==> config.mk <==
export PLATFORM = sky130hd
export DESIGN_NAME = pc_fetch_ctrl
export DESIGN_NICKNAME = d
export VERILOG_FILES = /design/src/rtl/pc_fetch_ctrl.sv
export SDC_FILE = /design/constraint.sdc
export NUM_CORES = 1
export LEC_CHECK = 0
export ABC_AREA = 1
export BUFFER_PORTS_ARGS = -buffer_cell sky130_fd_sc_hd__buf_4
export CAP_MARGIN = 0
export CORE_MARGIN = 3
export CORE_UTILIZATION = 25
export DETAILED_ROUTE_END_ITERATION = 8
export GPL_TIMING_DRIVEN = 0
export PLACE_DENSITY_LB_ADDON = 0.12
export SLEW_MARGIN = 40
export SYNTH_ARGS = -nofsm -noshare
export SYNTH_HDL_FRONTEND = slang
export SYNTH_SLANG_ARGS = --single-unit
==> constraint.sdc <==
create_clock -name CLK -period 2.3 [get_ports CLK]
set_clock_uncertainty 0.15 [all_clocks]
set_input_delay 0 -clock CLK [delete_from_list [all_inputs] [get_ports CLK]]
set_output_delay 0 -clock CLK [all_outputs]
set_load 0.02 [all_outputs]
==> src/rtl/pc_fetch_ctrl.sv <==
// Multicycle fetch/execute sequencer driving PC update enable/select, with flush after redirects
// and a sticky instruction-memory timeout fault. Define PC_CTRL_PERF_EN to enable perf counters.
module pc_fetch_ctrl #(
  parameter int MEM_TIMEOUT  = 8,
  parameter int FLUSH_CYCLES = 2
) (
  input  logic        CLK,
  input  logic        Reset,
  input  logic        imem_ready,
  input  logic        stall,
  input  logic        jmpFlag,
  input  logic        branchFlag,
  input  logic        zeroFlag,
  output logic        imem_req,
  output logic        instr_valid,
  output logic        pc_en,
  output logic [1:0]  pc_sel,
  output logic        flush,
  output logic        fetch_fault,
  output logic [2:0]  state_dbg,
  output logic [31:0] retired_count,
  output logic [31:0] redirect_count
);

  localparam int WW = $clog2(MEM_TIMEOUT + 1);
  localparam int FW = (FLUSH_CYCLES < 1) ? 1 : $clog2(FLUSH_CYCLES + 1);
  localparam logic [WW-1:0] WAIT_LAST  = WW'(MEM_TIMEOUT - 1);
  localparam logic [FW-1:0] FLUSH_LOAD = FW'(FLUSH_CYCLES);

  typedef enum logic [2:0] {
    S_BOOT  = 3'd0,
    S_FETCH = 3'd1,
    S_EXEC  = 3'd2,
    S_FLUSH = 3'd3,
    S_FAULT = 3'd4
  } state_t;

  state_t        state_q, state_d;
  logic [WW-1:0] wait_q, wait_d;
  logic [FW-1:0] flush_cnt_q, flush_cnt_d;
  logic          imem_req_q, imem_req_d;
  logic          instr_valid_q, instr_valid_d;
  logic          flush_q, flush_d;
  logic          fetch_fault_q, fetch_fault_d;

  always_comb begin
    state_d     = state_q;
    wait_d      = wait_q;
    flush_cnt_d = flush_cnt_q;
    pc_en       = 1'b0;
    pc_sel      = 2'b00;
    case (state_q)
      S_BOOT: begin
        state_d = S_FETCH;
        wait_d  = '0;
      end
      S_FETCH: begin
        if (imem_ready) begin
          state_d = S_EXEC;
        end else begin
          wait_d = wait_q + 1'b1;
          if (wait_q == WAIT_LAST) state_d = S_FAULT;
        end
      end
      S_EXEC: begin
        if (!stall) begin
          pc_en = 1'b1;
          if (jmpFlag)                      pc_sel = 2'b10;
          else if (branchFlag && !zeroFlag) pc_sel = 2'b01;
          // A redirect with no flush window goes straight back to FETCH.
          if (pc_sel != 2'b00 && FLUSH_CYCLES > 0) begin
            state_d     = S_FLUSH;
            flush_cnt_d = FLUSH_LOAD;
          end else begin
            state_d = S_FETCH;
            wait_d  = '0;
          end
        end
      end
      S_FLUSH: begin
        flush_cnt_d = flush_cnt_q - 1'b1;
        if (flush_cnt_q == FW'(1)) begin
          state_d = S_FETCH;
          wait_d  = '0;
        end
      end
      S_FAULT: state_d = S_FAULT;
      default: state_d = S_BOOT;
    endcase
    imem_req_d    = (state_d == S_FETCH);
    instr_valid_d = (state_d == S_EXEC);
    flush_d       = (state_d == S_FLUSH);
    fetch_fault_d = (state_d == S_FAULT);
  end

  always_ff @(posedge CLK or posedge Reset) begin
    if (Reset) begin
      state_q       <= S_BOOT;
      wait_q        <= '0;
      flush_cnt_q   <= '0;
      imem_req_q    <= 1'b0;
      instr_valid_q <= 1'b0;
      flush_q       <= 1'b0;
      fetch_fault_q <= 1'b0;
    end else begin
      state_q       <= state_d;
      wait_q        <= wait_d;
      flush_cnt_q   <= flush_cnt_d;
      imem_req_q    <= imem_req_d;
      instr_valid_q <= instr_valid_d;
      flush_q       <= flush_d;
      fetch_fault_q <= fetch_fault_d;
    end
  end

  assign imem_req    = imem_req_q;
  assign instr_valid = instr_valid_q;
  assign flush       = flush_q;
  assign fetch_fault = fetch_fault_q;
  assign state_dbg   = state_q;

`ifdef PC_CTRL_PERF_EN
  logic [31:0] retired_q, retired_d;
  logic [31:0] redirect_q, redirect_d;

  always_comb begin
    retired_d  = retired_q;
    redirect_d = redirect_q;
    if (pc_en) begin
      retired_d = retired_q + 32'd1;
      if (pc_sel != 2'b00) redirect_d = redirect_q + 32'd1;
    end
  end

  always_ff @(posedge CLK or posedge Reset) begin
    if (Reset) begin
      retired_q  <= '0;
      redirect_q <= '0;
    end else begin
      retired_q  <= retired_d;
      redirect_q <= redirect_d;
    end
  end

  assign retired_count  = retired_q;
  assign redirect_count = redirect_q;
`else
  assign retired_count  = '0;
  assign redirect_count = '0;
`endif

endmodule
==> out/metrics.cfg <==
[route]
drc = 0
drt_iter0_drc = 26
vias = 966
vias_per_cell = 3.264
antenna_left = 0
totalWireLength_um = 2220
wl_per_cell_um = 7.500
dr.pass1.iters = 4

[placement]
dp_hpwl_um = 1910
dpl_cell_area_mm2 = 0.001632
io_buffers = 16
gp_congestion = 0.7649

[pwr]
ir_worst_vdd_mv = 0.5031
power_frac_seq_pct = 27.6
p_sw_uw = 631.7
powerDensity_mw_per_mm2 = 791.8
cellInternalPower_uw = 712.6
p_comb_share_pct = 56.9
p_clk_share_pct = 15.5
swShare_pct = 46.99
total_leakage_power_nw = 1.110

[floorplan]
core_area_mm2 = 0.004504
pin_count = 81
rows = 24
die_width_um = 75.57
initial_core_util_pct = 26.86
dieArea_mm2 = 0.005710
die_h_um = 75.57

[job]
max_cap_viol_count = 0

[synthesis]
syn-cell-area_mm2 = 0.001210
ys.flop_type = dfrtp_1
yosys_warnings = 0
synth_edf_count = 0
synth_top_area_cell = buf_4
synth_top_family_by_area = buffers and inverters
synth.area.top_cells = buf_4 40%, dfrtp_1 27%, nand2_1 7.8%
synth-simple-area-share_pct = 22.85
ys_types = 23
ys_seq_area_share_pct = 26.89
syn_area_per_cell_um2 = 7.609
synth_most_common_cell = buf_4
synth_fa_ha_area_share_pct = 2.068
synth-compound-area-share_pct = 1.758
synthCells = 159
synth_xor_area_share_pct = 1.448
synth_mux_area_share_pct = 0
synthArstFlopShare_pct = 100.0
synth_top_area_share_pct = 39.71
synthTopCellsByCount = 64 x buf_4, 25 x nand2_1, 13 x dfrtp_1
synth_seq_cells = 13

[setup_path]
r2r_slack_ns = 0.81
crit_fanout = 6
required_ns = 2.15
cpMaxStageDelayCell = dfrtp_1
crit_chain = inv_2 -> nand2_1 -> nor2_4 -> nand2_2 -> nor3_1 -> buf_4
r2r_cells = 4
start_kind = flop
crit_type = flop to output port
slowest_delay_ns = 0.45
r2r_end = instr_valid$_DFF_PP0_
cp.arrival_ns = 1.43
crit-reg2reg-launch = state_dbg[2]$_DFF_PP0_
end_kind = output port

[timing]
setup_tns_ns = 0
fmax_ghz = 0.6347
finalSetupViolCount = 0
worstMarginPinSlew_ns = 0.5156
fin_crit_ns = 1.576
finalCritPeriodShare_pct = 68.50
hold_viol = 0
slew_viol_final = 0
rsz0062_at_grt = false
slew_headroom_pct = 65.59
hold_slack_ns = 0.004461

[global_routing]
grt_antenna_before_repair = 0
grt_max_degree = 14
grt_use_total_pct = 8.190
grt_pass1_wl_um = 3532
overflow = 0
first_global_vias = 788

[finish]
drive_gt1_share_pct = 39.75
fill_cells = 477
nNetsFinal = 254
utilization_pct = 37.69
syn_to_final_growth_pct = 40.33
final_area_mm2 = 0.001698
num_antenna_cells = 0

[worst_hold_path]
min_to = wait_q[1]$_DFFE_PP0P_
holdPathStages = 4
min_from = stall
hold_class = input port to flop

[clocking]
cts_tree = done
clk_latency_ns = 0.25
cts.sinks = 13
clockRootBuffer = clkbuf_8
clock_path_buffers = 2
clk_pin_slew_ns = 0.06
cts_resized = 0
cts_buffers = 3
htreeDepth = 1

[run_status]
outcome = complete, no violations

[worst max-delay path, delay by kind of cell, from the launching register on]
kind	cells	cell delay [ns]
and+or+nand+nor	4	0.46
DFF	1	0.45
buffers and inverters	2	0.27
[metal layers]
metal	global-route usage [%]	share of wire, %	vias up
met5	0	0	-
met4	2.330	0.54	0
met3	3.562	10	2
met2	12.75	49	41
met1	10.31	40	394
li1	-	-	529
[power by group through the flow]
stage / Combinational [mW] / Sequential [mW] / Clock, mW
after floorplan: 0.553 / 0.411 / 0
after global placement: 0.770 / 0.375 / 0
after detailed placement: 0.763 / 0.375 / 0
after CTS: 0.770 / 0.372 / 0.214
after global routing: 0.871 / 0.386 / 0.229
final: 0.765 / 0.371 / 0.208
[worst max-delay path by stage]
stage	startpoint	end	slack, ns	cells past startpoint
2_1_floorplan	state_dbg[0]$_DFF_PP0_	pc_sel[0]	0.79	5
3_3_place_gp	wait_q[0]$_DFFE_PP0P_	flush$_DFF_PP0_	0.82	7
3_5_place_dp	wait_q[0]$_DFFE_PP0P_	flush$_DFF_PP0_	0.82	7
4_1_cts	state_dbg[0]$_DFF_PP0_	pc_sel[0]	0.72	6
5_1_grt	state_dbg[0]$_DFF_PP0_	pc_sel[0]	0.57	6
6_report	state_dbg[0]$_DFF_PP0_	pc_sel[0]	0.72	6
[state kept, by name (all words and copies together) (netlist names)]
name and cells:
wait_q 4, state_dbg 3, flush_cnt_q 2, fetch_fault 1, flush 1, imem_req 1
instr_valid 1
[repair_timing]
item | CTS | global route
hold buffers | 2 | 0
setup buffers | 0 | 0
endpoints found under the hold margin | 17 | 0
[final cells by class]
class / instances / area, µm² / share of cell area [%]
multi-input combinational: 129 / 580.6 / 34.19
buffer: 64 / 480.5 / 28.30
sequential: 13 / 325.3 / 19.16
timing repair buffer: 18 / 140.1 / 8.253
tap: 52 / 65.06 / 3.832
inverter: 16 / 60.06 / 3.537
clock buffer: 3 / 41.29 / 2.432
clock inverter: 1 / 5.005 / 0.2948
[per-stage QoR]
step           std cells  setup slack, ns  power (mW)
2_1_floorplan        222           0.7921      0.9635
3_3_place_gp         290           0.8208       1.145
3_5_place_dp         290           0.8173       1.138
4_1_cts              296           0.7151       1.357
5_1_grt              296           0.5700       1.486
6_report             296           0.7245       1.344
[cell families (layout without fill, tap and decap cells)]
kind of cell,count (synthesis),count (layout)
buffers and inverters,80,102
and+or+nand+nor,57,57
DFF,13,13
AOI/OAI and AO/OA,4,4
adders and majority gates,2,2
xor gates and xnor gates,2,2
other,1,64
[layout by cell type (no fill, tap or decap)]
cell           instances
nand3b_1               1
buf_4                 80
nand3_2                1
nor2_1                12
o21ai_1                2
clkinv_2               1
xor2_1                 1
inv_1                 12
nand2_1               25
clkbuf_8               3
ha_1                   2
inv_2                  4
nand2_4                1
a31oi_1                1
conb_1                64
dfrtp_1               13
nor2_2                 3
a21oi_1                1
xnor2_1                1
dlygate4sd3_1          2
nand2_2                2
nand4_2                1
nand3_1                5
nand4_1                3
nor3_1                 2
nor2_4                 1
(Power assumes the default switching activity.)
